--- src/rtl/audio_i2s_tx_pkg.sv ---
// Shared audio framing constants and the I2S slot-to-bit mapping.
package audio_i2s_tx_pkg;

  localparam int SLOT_BITS   = 32;
  localparam int FRAME_SLOTS = 64;
  localparam int SAMPLE_W    = 16;
  localparam int SLOT_W      = $clog2(FRAME_SLOTS);

  localparam logic I2S_LEFT  = 1'b0;
  localparam logic I2S_RIGHT = 1'b1;

  // Slot 0 of each channel is the I2S one-bit delay; slots 1..16 carry MSB..LSB.
  function automatic logic slot_bit(input logic [SAMPLE_W-1:0] word,
                                    input logic [4:0]          k);
    logic [4:0] idx;
    idx = 5'(SAMPLE_W) - k;
    if (k >= 5'd1 && k <= 5'(SAMPLE_W)) return word[idx[3:0]];
    return 1'b0;
  endfunction

endpackage

--- src/rtl/audio_i2s_tx_frac_clk_div.sv ---
// Fractional clock-enable generator: pulses tgl at an average rate of NUM/DEN per clk.
module frac_clk_div #(
  parameter int NUM = 6144000,
  parameter int DEN = 24576000
) (
  input  logic clk,
  input  logic reset,
  input  logic en,
  output logic tgl
);

  localparam int            W     = $clog2(DEN) + 2;
  localparam logic [W-1:0]  NUM_W = W'(NUM);
  localparam logic [W-1:0]  DEN_W = W'(DEN);

  logic [W-1:0] acc;
  logic [W-1:0] sum;

  assign sum = acc + NUM_W;
  assign tgl = en && (sum >= DEN_W);

  // NOTE: sequential state uses non-blocking assignments so every register samples pre-edge values.
  always_ff @(posedge clk or posedge reset) begin
    if (reset)      acc <= '0;
    else if (!en)   acc <= '0;
    else if (tgl)   acc <= sum - DEN_W;
    else            acc <= sum;
  end

endmodule

--- src/rtl/audio_i2s_tx.sv ---
// I2S transmitter: 64-slot stereo frame, BCLK from a fractional divider, sample_req paces upstream.
module audio_i2s_tx
  import audio_i2s_tx_pkg::*;
#(
  parameter int CLK_HZ  = 24576000,
  parameter int SCLK_HZ = 3072000
) (
  input  logic                clk,
  input  logic                reset,
  input  logic                enable,
  input  logic [SAMPLE_W-1:0] left_in,
  input  logic [SAMPLE_W-1:0] right_in,
  output logic                sample_req,
  output logic                i2s_bclk,
  output logic                i2s_lrclk,
  output logic                i2s_data
);

  if (CLK_HZ < 4 * SCLK_HZ) begin : g_bad_ratio
    $error("audio_i2s_tx: CLK_HZ must be at least 4*SCLK_HZ");
  end

  logic              tgl;
  logic              fall;
  logic [SLOT_W-1:0] slot;
  logic [SLOT_W-1:0] slot_nxt;
  logic              wrap;
  logic [SAMPLE_W-1:0] hold_l;
  logic [SAMPLE_W-1:0] hold_r;
  logic [SAMPLE_W-1:0] word;

  frac_clk_div #(
    .NUM (2 * SCLK_HZ),
    .DEN (CLK_HZ)
  ) u_div (
    .clk   (clk),
    .reset (reset),
    .en    (enable),
    .tgl   (tgl)
  );

  // tgl is already gated by enable, so a dropping enable always wins over a pending edge.
  assign fall       = tgl && i2s_bclk;
  assign slot_nxt   = slot + 1'b1;
  assign wrap       = (slot_nxt == '0);
  assign sample_req = fall && wrap;
  assign word       = (slot_nxt[SLOT_W-1] == I2S_RIGHT) ? hold_r : hold_l;

  always_ff @(posedge clk or posedge reset) begin
    if (reset)        i2s_bclk <= 1'b0;
    else if (!enable) i2s_bclk <= 1'b0;
    else if (tgl)     i2s_bclk <= ~i2s_bclk;
  end

  always_ff @(posedge clk or posedge reset) begin
    if (reset) begin
      slot      <= SLOT_W'(FRAME_SLOTS - 1);
      i2s_lrclk <= I2S_RIGHT;
      i2s_data  <= 1'b0;
      hold_l    <= '0;
      hold_r    <= '0;
    end else if (fall) begin
      slot      <= slot_nxt;
      i2s_lrclk <= slot_nxt[SLOT_W-1];
      i2s_data  <= slot_bit(word, slot_nxt[4:0]);
      if (wrap) begin
        hold_l <= left_in;
        hold_r <= right_in;
      end
    end
  end

endmodule

--- config.mk ---
export PLATFORM = sky130hd
export DESIGN_NAME = audio_i2s_tx
export DESIGN_NICKNAME = d
export VERILOG_FILES = /design/src/rtl/audio_i2s_tx_pkg.sv /design/src/rtl/audio_i2s_tx_frac_clk_div.sv /design/src/rtl/audio_i2s_tx.sv
export SDC_FILE = /design/constraint.sdc
export NUM_CORES = 1
export LEC_CHECK = 0
export ABC_AREA = 1
export CAP_MARGIN = 30
export CORE_MARGIN = 3
export CORE_UTILIZATION = 60
export CTS_BUF_LIST = sky130_fd_sc_hd__clkbuf_8
export CTS_CLUSTER_DIAMETER = 100
export CTS_CLUSTER_SIZE = 30
export DETAILED_ROUTE_END_ITERATION = 8
export MAX_ROUTING_LAYER = met4
export PLACE_DENSITY = 0.9
export SYNTH_ARGS = -nofsm -noshare
export SYNTH_HDL_FRONTEND = slang
export SYNTH_SLANG_ARGS = --single-unit
--- constraint.sdc ---
create_clock -name clk -period 5.06 [get_ports clk]
set_input_delay 1.012 -clock clk [delete_from_list [all_inputs] [get_ports clk]]
set_output_delay 1.012 -clock clk [all_outputs]
set_load 0.01 [all_outputs]
==> results.md <==
- Vias post-DR: 3386
- Clock root cell: clkbuf_8
- IO Pins: 39
- Worst-path fanout max: 12
- Slew headroom: 0.6397
- Reg2reg setup slack: 2.26 ns
- Wirelength, routed: 8188 um
- Syn_area_per_cell: 6.832 sq um
- Max Fclk: 0.2519 GHz
- Core area: 5270 sq um
- Crit-path most repeated cell: inv_1
- Place WS: 1.420 ns
- Fillers: 426
- Top post-synthesis cells by area: dfrtp_1 (35%), nand2_1 (24%), nand3_1 (6.8%)
- Clock latency on the worst-skew pair: 0.31 ns
- Total GRT Usage: 0.2806
- Area grow syn2layout: 14.80%
- Leakage: 2.025 nW
- Switching portion of total power: 0.4937
- Net switching power: 932.3 uW
- Hpwl dp: 6023 um
- Crit path cell chain: nor2_2 > nand2_1 > nand2_2 > nand2_1 > inv_1 > ha_1 > inv_1 > nor2_1 > inv_1 > nor2_1 > nand3_1 > nand3_2 > nand4_2 > inv_1 > clkdlybuf4s50_1
- Clock transition at path regs: 0.09 ns
- Setup repair after global routing missed its margin: no
- Register area share after synthesis: 0.3944
- CTS Sinks: 53
- Die H: 81.08 um
- Final count of negative-setup-slack endpoints: 0
- Crit path kind: reg -> out
- CP Buf/Inv Count: 5
- CP required: 4.05 ns
- IO Port Bufs: 38
- Crit-path max cell delay: 0.53 ns
- Final max-slew violation count: 0
- Worst Tran Pin Value: 0.5366 ns
- PwrDens: 486.4 nW/um^2
- Nets: 566
- Data arrival, critical path: 2.96 ns
- Final critical-path share of the clock period: 0.7845
- Unique masters post-synth: 31
- TritonCTS Buffers: 5
- Commonest cells post-synth: nand2_1 (218), dfrtp_1 (47), nand3_1 (46)
- Hold Slack: 0.4797 ns
- Initial antenna violation count: 0
- Comb power frac: 0.562
- FF+latch count, synth: 53
- Die Wd: 81.08 um
- Post-synth EDFFs: 0
- First-pass GRT wire length: 13900 um
- Vias in the first global route: 3076
- WP depth: 15
- RR Endpoint: i2s_data
- Maximum vdd drop: 0.2604 mV
- Clock power frac: 0.129
- Cell Area, Synth: 3382 sq um
- Most frequent cell after synthesis: nand2_1
- Mapped Nets: 535
- Placer Congestion: 1.004
- Fin worst setup slack: 1.090 ns
- Ant diodes: 0
- Worst Setup SP: u_div.acc[16]
- Final Hold Fails: 0
- Initial DRC count: 301
- Pwr Total: 1.888 mW
- Starting Density: 0.6417
- Hold_sp: u_div.acc[14]
- Syn. warnings: 0
- Num rows: 26
- R2R Path Start: u_div.acc[16]
- Worst R2R Path Depth: 17
- Share of layout cells above drive strength 1: 0.08349
- Cts repair resizes: 0
- Total gr overflow: 0
- DP Area: 3792 sq um
- Worst Hold End: u_div.acc[14]
- Int Power: 955.9 uW
- CTS tree: done
- ANT nets after route: 0
- Critical path's slowest cell: clkdlybuf4s50_1
- Max_cap viols: 0
- TritonRoute pass-1 iters: 5
- Clock Tree Buf Depth: 2
- Synth top area share: 0.3478
- Synthesized instance count: 495
- Setup TNS: 0 ns
- CP top delay family: simple AND/OR/NAND/NOR gates
- Main synth FF type: dfrtp_1
- Area of the die: 6573 sq um
- DR DRC count: 0
- Post-CTS Setup Repair Bufs: 0
- Design area: 3882 sq um
- Min-Delay Path Class: reg -> reg
- Area leader, netlist: dfrtp_1
- Nature of the critical path startpoint: register
- Avg Vias per Cell: 5.672
- WHS Path Cells: 1
- Sequential share of power: 0.309
- Largest net degree at the start of global routing: 38
- Wire length per cell: 13.72 um
- Status: finished, final reports clean
- Clk_skew: 0.006845 ns
- H-tree depth: 2
- Fin crit period: 3.970 ns
- Async set or reset register ratio after synthesis: 1.000
- Hold buffers post-CTS: 0
- Endpoint class of the critical path: primary output
[area by class of cell]
class / count / area [sq um] / share of cell area
Multi-Input combinational cell: 384 / 1798 / 0.4631
Sequential cell: 53 / 1334 / 0.3435
Timing Repair Buffer: 42 / 422.9 / 0.1089
Inverter: 40 / 150.1 / 0.03867
Tap cell: 70 / 87.58 / 0.02256
Clock buffer: 6 / 82.58 / 0.02127
Clock inverter: 2 / 7.507 / 0.001934
[worst max path at each step]
stage | end
finish | sample_req
global route | sample_req
CTS | sample_req
detailed placement | sample_req
global placement | sample_req
floorplan | sample_req
[placed cells by master (no fill, tap or decap)]
cell,Yosys,layout
nand2_1,218,218
dfrtp_1,47,47
nand3_1,46,46
clkdlybuf4s50_1,0,38
nor2_1,37,37
inv_1,35,36
nand4_1,32,32
nor2_2,8,8
a21oi_1,8,8
o21ai_0,8,8
inv_2,5,6
clkbuf_8,0,6
dfstp_2,6,6
ha_1,5,5
nand2_2,4,4
xor2_1,3,3
buf_4,0,3
nor2_4,2,2
nand3_2,2,2
o21ai_2,1,1
a21oi_2,1,1
nand3b_1,1,1
xor2_2,1,1
xnor2_1,1,1
nor4_4,1,1
nand4_2,1,1
nor2_8,1,1
a31oi_1,1,1
o21ai_1,1,1
o41ai_1,1,1
buf_12,0,1
[metrics by stage]
step	std cells	util
final	597	0.7367
after global routing	597	0.7367
after CTS	597	0.7367
after detailed placement	589	0.7196
after global placement	588	0.7158
after floorplan	495	-
[per-layer routing]
layer,vias up,GRT usage,part of all wire
met5,-,-,0
met4,0,0.1081,0.025
met3,23,0.03659,0.067
met2,160,0.4343,0.47
met1,1559,0.3772,0.43
li1,1644,-,-
[power by group through the flow]
stage               Combinational, mW  Sequential, mW  Clock, mW
floorplan                       0.854           0.563          0
global placement                 1.00           0.583          0
detailed placement               1.04           0.587          0
CTS                              1.04           0.580      0.247
global route                     1.20           0.594      0.262
finish                           1.06           0.583      0.243
[flip-flops by register name, indices dropped and copies added (netlist names)]
name,cells
hold_l,16
hold_r,16
i2s_bclk,1
i2s_data,1
i2s_lrclk,1
slot,5
u_div.acc,13
[kinds of logic (layout without fill, tap and decap cells)]
logic type               after synthesis  in the layout  share of synthesized area
AND/OR/NAND/NOR                      353            353                     0.4632
XOR/XNOR                               5              5                    0.01517
buffers and inverters                 58             90                    0.07399
adder cells (fa/ha/maj)                5              5                    0.01850
AO/OA/AOI/OAI                         21             21                    0.03478
flip-flops                            53             53                     0.3944
(Power assumes the default switching activity.)
